## src/rtl/counter_cmd_seq.sv

```systemverilog
`default_nettype none
// ============================================================================
// Module   : counter_cmd_seq
// Brief    : Command sequencer driving an external up/down counter
//            (load strobe, direction, step enable). Optional 2-entry command
//            FIFO enabled by defining CMD_FIFO_EN.
// Revision : 1.0 - initial release
// ============================================================================
module counter_cmd_seq #(
    parameter int W = 8
) (
    input  logic         clk,
    input  logic         rst,
    input  logic         cmd_valid,
    output logic         cmd_ready,
    input  logic [1:0]   cmd_op,
    input  logic [W-1:0] cmd_arg,
    input  logic         hold,
    output logic         ld_cnt_,
    output logic         updn_cnt,
    output logic         count_enb,
    output logic [W-1:0] data_in,
    output logic         busy,
    output logic         done
);

    typedef enum logic [1:0] {
        S_IDLE  = 2'd0,
        S_LOAD  = 2'd1,
        S_COUNT = 2'd2,
        S_FIN   = 2'd3
    } state_t;

    localparam logic [1:0] c_op_nop  = 2'b00;
    localparam logic [1:0] c_op_load = 2'b01;
    localparam logic [1:0] c_op_up   = 2'b10;
    localparam logic [1:0] c_op_down = 2'b11;

    state_t         state_q, state_d;
    logic [W-1:0]   rem_q, rem_d;
    logic           ld_cnt_q, ld_cnt_d;
    logic           updn_q, updn_d;
    logic           enb_q, enb_d;
    logic [W-1:0]   data_q, data_d;
    logic           busy_q, busy_d;
    logic           done_q, done_d;

    logic           w_have_cmd;
    logic [1:0]     w_head_op;
    logic [W-1:0]   w_head_arg;

`ifdef CMD_FIFO_EN
    logic [1:0]     fifo_op_q  [2];
    logic [1:0]     fifo_op_d  [2];
    logic [W-1:0]   fifo_arg_q [2];
    logic [W-1:0]   fifo_arg_d [2];
    logic           wr_ptr_q, wr_ptr_d;
    logic           rd_ptr_q, rd_ptr_d;
    logic [1:0]     cnt_q, cnt_d;
    logic           w_push, w_pop, w_full, w_empty;

    assign w_full     = (cnt_q == 2'd2);
    assign w_empty    = (cnt_q == 2'd0);
    assign cmd_ready  = !w_full && !rst;
    assign w_push     = cmd_valid && cmd_ready;
    // Commands always pass through the FIFO, so a push never bypasses IDLE.
    assign w_pop      = (state_q == S_IDLE) && !w_empty;
    assign w_have_cmd = !w_empty;
    assign w_head_op  = fifo_op_q[rd_ptr_q];
    assign w_head_arg = fifo_arg_q[rd_ptr_q];

    always_comb begin
        fifo_op_d  = fifo_op_q;
        fifo_arg_d = fifo_arg_q;
        wr_ptr_d   = wr_ptr_q;
        rd_ptr_d   = rd_ptr_q;
        if (w_push) begin
            fifo_op_d[wr_ptr_q]  = cmd_op;
            fifo_arg_d[wr_ptr_q] = cmd_arg;
            wr_ptr_d             = ~wr_ptr_q;
        end
        if (w_pop) begin
            rd_ptr_d = ~rd_ptr_q;
        end
        cnt_d = cnt_q + {1'b0, w_push} - {1'b0, w_pop};
    end

    always_ff @(posedge clk) begin
        if (rst) begin
            fifo_op_q[0]  <= '0;
            fifo_op_q[1]  <= '0;
            fifo_arg_q[0] <= '0;
            fifo_arg_q[1] <= '0;
            wr_ptr_q      <= 1'b0;
            rd_ptr_q      <= 1'b0;
            cnt_q         <= 2'd0;
        end else begin
            fifo_op_q  <= fifo_op_d;
            fifo_arg_q <= fifo_arg_d;
            wr_ptr_q   <= wr_ptr_d;
            rd_ptr_q   <= rd_ptr_d;
            cnt_q      <= cnt_d;
        end
    end
`else
    assign cmd_ready  = (state_q == S_IDLE) && !rst;
    assign w_have_cmd = cmd_valid && cmd_ready;
    assign w_head_op  = cmd_op;
    assign w_head_arg = cmd_arg;
`endif

    // Outputs are computed for the next cycle, so every port comes from a flop.
    always_comb begin
        state_d  = state_q;
        rem_d    = rem_q;
        ld_cnt_d = 1'b1;
        updn_d   = updn_q;
        enb_d    = 1'b0;
        data_d   = data_q;
        done_d   = 1'b0;
        case (state_q)
            S_IDLE: begin
                if (w_have_cmd) begin
                    case (w_head_op)
                        c_op_load: begin
                            state_d  = S_LOAD;
                            ld_cnt_d = 1'b0;
                            data_d   = w_head_arg;
                        end
                        c_op_up, c_op_down: begin
                            if (w_head_arg != '0) begin
                                state_d = S_COUNT;
                                updn_d  = (w_head_op == c_op_up);
                                enb_d   = 1'b1;
                                rem_d   = w_head_arg - W'(1);
                            end else begin
                                state_d = S_FIN;
                                done_d  = 1'b1;
                            end
                        end
                        c_op_nop: begin
                            state_d = S_FIN;
                            done_d  = 1'b1;
                        end
                        default: ;
                    endcase
                end
            end
            S_LOAD: begin
                state_d = S_FIN;
                done_d  = 1'b1;
            end
            S_COUNT: begin
                // rem_q counts steps still to issue after the current one.
                if (rem_q == '0) begin
                    state_d = S_FIN;
                    done_d  = 1'b1;
                end else if (!hold) begin
                    enb_d = 1'b1;
                    rem_d = rem_q - W'(1);
                end
            end
            S_FIN: begin
                state_d = S_IDLE;
            end
            default: state_d = S_IDLE;
        endcase
        busy_d = (state_d != S_IDLE);
    end

    always_ff @(posedge clk) begin
        if (rst) begin
            state_q  <= S_IDLE;
            rem_q    <= '0;
            ld_cnt_q <= 1'b1;
            updn_q   <= 1'b0;
            enb_q    <= 1'b0;
            data_q   <= '0;
            busy_q   <= 1'b0;
            done_q   <= 1'b0;
        end else begin
            state_q  <= state_d;
            rem_q    <= rem_d;
            ld_cnt_q <= ld_cnt_d;
            updn_q   <= updn_d;
            enb_q    <= enb_d;
            data_q   <= data_d;
            busy_q   <= busy_d;
            done_q   <= done_d;
        end
    end

    assign ld_cnt_   = ld_cnt_q;
    assign updn_cnt  = updn_q;
    assign count_enb = enb_q;
    assign data_in   = data_q;
    assign busy      = busy_q;
    assign done      = done_q;

endmodule
`default_nettype wire

```

## config.mk

```make
export PLATFORM = sky130hd
export DESIGN_NAME = counter_cmd_seq
export DESIGN_NICKNAME = d
export VERILOG_FILES = /design/src/rtl/counter_cmd_seq.sv
export SDC_FILE = /design/constraint.sdc
export NUM_CORES = 1
export LEC_CHECK = 0
export ABC_AREA = 1
export BUFFER_PORTS_ARGS = -buffer_cell sky130_fd_sc_hd__buf_2
export CAP_MARGIN = 20
export CORE_MARGIN = 2
export CORE_UTILIZATION = 57
export CTS_BUF_LIST = sky130_fd_sc_hd__clkbuf_16
export CTS_CLUSTER_SIZE = 28
export DETAILED_ROUTE_END_ITERATION = 8
export HOLD_SLACK_MARGIN = 0.08
export PLACE_DENSITY_LB_ADDON = 0.25
export SYNTH_ARGS = -nofsm -noshare
export SYNTH_HDL_FRONTEND = slang
export SYNTH_SLANG_ARGS = --single-unit
```

## constraint.sdc

```tcl
create_clock -name clk -period 4.16 [get_ports clk]
set_input_delay 0.416 -clock clk [delete_from_list [all_inputs] [get_ports clk]]
set_output_delay 0.416 -clock clk [all_outputs]
set_load 0.01 [all_outputs]
```

==> impl_metrics.ini <==
[final_layout]
fin_nets = 252
antenna_cells = 0
drive_gt1_share_pct = 16.9
area_growth_pct = 18.7
fin_cells = 259

[global_routing]
grt-ovfl-total = 0
grt_start_max_net_pins = 20
antenna_found_initial = 0
gr-usage-all-layers_pct = 23.0
grt_pass1_wl_mm = 4.52
first_global_vias = 1097

[setup_path]
cp_cell_sequence = inv_1 -> ha_1 -> inv_2 -> nand2_1 -> and2_1 -> ha_1 -> nand3_1 -> nor2_1 -> nand3_1 -> nand2_1 -> nand3_1 -> nand2_1 -> nor2_1
arrival_ps = 2500
crit_type = reg -> reg
crit_family = simple AND/OR/NAND/NOR gates
critPathMaxStageDelay_ps = 490
cp-end-kind = register
critPathLaunchType = register
cp_num_buf_inv = 2
crit_required_ps = 4320
path_max_fanout = 16
critPathSlowestCell = ha_1

[clock_tree]
cts_resized = 0
holdBufCountCts = 0
cts_root_buf = clkbuf_16
cts_tree = done
ctsLongestPathBuffers = 2
clk_pin_slew_ps = 60
clk_latency_ps = 260
cts.sinks = 23
htreeDepth = 1
postCtsSetupBuffers = 0
cts_buffers = 3

[power_and_ir_drop]
power_w = 0.000887
switching_power_w = 0.000356
peakVddDrop_mv = 0.369
power_density_nw_per_um2 = 578
seqPwrFrac_pct = 34.3
power_frac_clock_pct = 23.3
swShare_pct = 40.1
p_leak_nw = 0.813
internal_power_w = 0.000531
p_comb_share_pct = 42.3

[route]
drc = 0
wl_per_cell_um = 11.4
dr.pass1.iters = 5
drt_iter0_drc = 36
vias_per_cell = 5.21
wl_mm = 2.95
vias = 1350
ant_nets = 0

[yosys]
synth_nets = 222
yosysWarnings = 0
ys_types = 24
ys_seq_area_share_pct = 35.6
synthesis.area_sq_um = 1290
ys_ff_latch = 23
synth_area_per_cell_sq_um = 6.40
synth.area.top_cells = dfxtp_1, nand2_1, nor2_1, ha_1, inv_1
synth_top_area_share_pct = 35.6
netlist_instances = 202
yosysTopAreaCell = dfxtp_1

[die]
die_area_sq_um = 2660
initial_core_util_pct = 59.6
coreArea_sq_um = 2170
rows = 17
die_y_um = 51.6
die_w_um = 51.6
ios = 28

[sta]
setup_viol = 0
rsz0062_at_grt = no
timing.final.crit_period_ps = 2350
final.setup.tns_ps = 0
finalHoldViolCount = 0
timing.fmax_ghz = 0.426
skew_ps = 2.00
slew_violations = 0
holdWs_ps = 370
maxSlewHeadroom_pct = 64.8
tightestPinTransition_ps = 528
finalCritPeriodShare_pct = 56.4

[job]
max_cap_viol_count = 0

[place]
dp_hpwl_mm = 2.26
gp_congestion = 0.924
io_buffers = 27
post-place-cells = 255

[hold_path]
hold_class = in -> reg

[status]
status = finished, final reports clean
==> cells in the mapped netlist <==
cell	count
buf_2	1
o21ai_4	1
clkinv_2	1
nand4_1	1
nand2_2	1
or2_4	1
nor2_2	1
nand2_4	1
clkbuf_1	1
and2_1	1
inv_1	20
nor3_1	1
ha_1	6
clkinv_1	1
nand2_1	57
a21oi_1	9
nor2_1	42
or2_2	1
nand3_1	11
dfxtp_1	23
o21ai_0	14
inv_2	1
xor2_1	1
nand3b_1	5
==> routing by layer <==
layer	global-route usage, %	wire, um
met3	3.45	232
met4	9.21	37
met2	42.7	1460
met5	0	0
met1	26.1	1220
==> logic make-up after synthesis <==
group	after synthesis	synth area share, %
AO/OA/AOI/OAI	24	10.2
buffers and inverters	25	7.45
adder cells (fa/ha/maj)	6	5.81
AND/OR/NAND/NOR	123	40.3
XOR/XNOR	1	0.678
flip-flops	23	35.6
==> registers in the layout (all words and copies together) (netlist names) <==
register / count
updn_cnt: 1
data_in: 8
state_q: 2
done: 1
rem_q: 8
busy: 1
ld_cnt_: 1
count_enb: 1
==> worst paths after layout <==
| check | start | endpoint | slack, ps | cells after the start |
|---|---|---|---|---|
| max | state_q[0] | rem_q[6] | 1810 | 13 |
| min | rst | count_enb | 370 | 2 |
| max reg2reg | state_q[0] | rem_q[6] | 1810 | 13 |
| min reg2reg | updn_cnt | updn_cnt | 440 | 2 |
==> placed cells by master (no fill, tap or decap), drive strengths merged <==
master  netlist  routed
nand2        59      59
nor2         43      43
buf           1      27
dfxtp        23      23
inv          21      21
o21ai        15      15
nand3        11      11
a21oi         9       9
ha            6       6
nand3b        5       5
clkbuf        1       3
clkinv        2       3
or2           2       2
and2          1       1
nand4         1       1
nor3          1       1
xor2          1       1
==> cell type report <==
class | count | area [sq um]
multi-input combinational | 154 | 736
fill | 195 | 636
sequential | 23 | 460
timing repair buffer | 27 | 135
inverter | 23 | 87.6
clock buffer | 3 | 75.1
tap | 28 | 35.0
clock inverter | 1 | 5.00
==> metrics by stage <==
stage | area (sq um) | setup WS, ps | util (%)
after floorplan | 1290 | 2290 | -
after global placement | 1450 | 2010 | 67.0
after detailed placement | 1450 | 1900 | 67.0
after CTS | 1530 | 1870 | 70.7
after global routing | 1530 | 1640 | 70.7
final | 1530 | 1810 | 70.7
==> power by group through the flow <==
stage	clock network, W	registers (W)	logic [W]
after global placement	0	0.000304	0.000352
after detailed placement	0	0.000308	0.000366
after floorplan	0	0.000305	0.000281
after CTS	0.000211	0.000304	0.000371
after global routing	0.000218	0.000309	0.000422
final	0.000207	0.000305	0.000375
No activity file was read; power rests on OpenSTA's default activity.
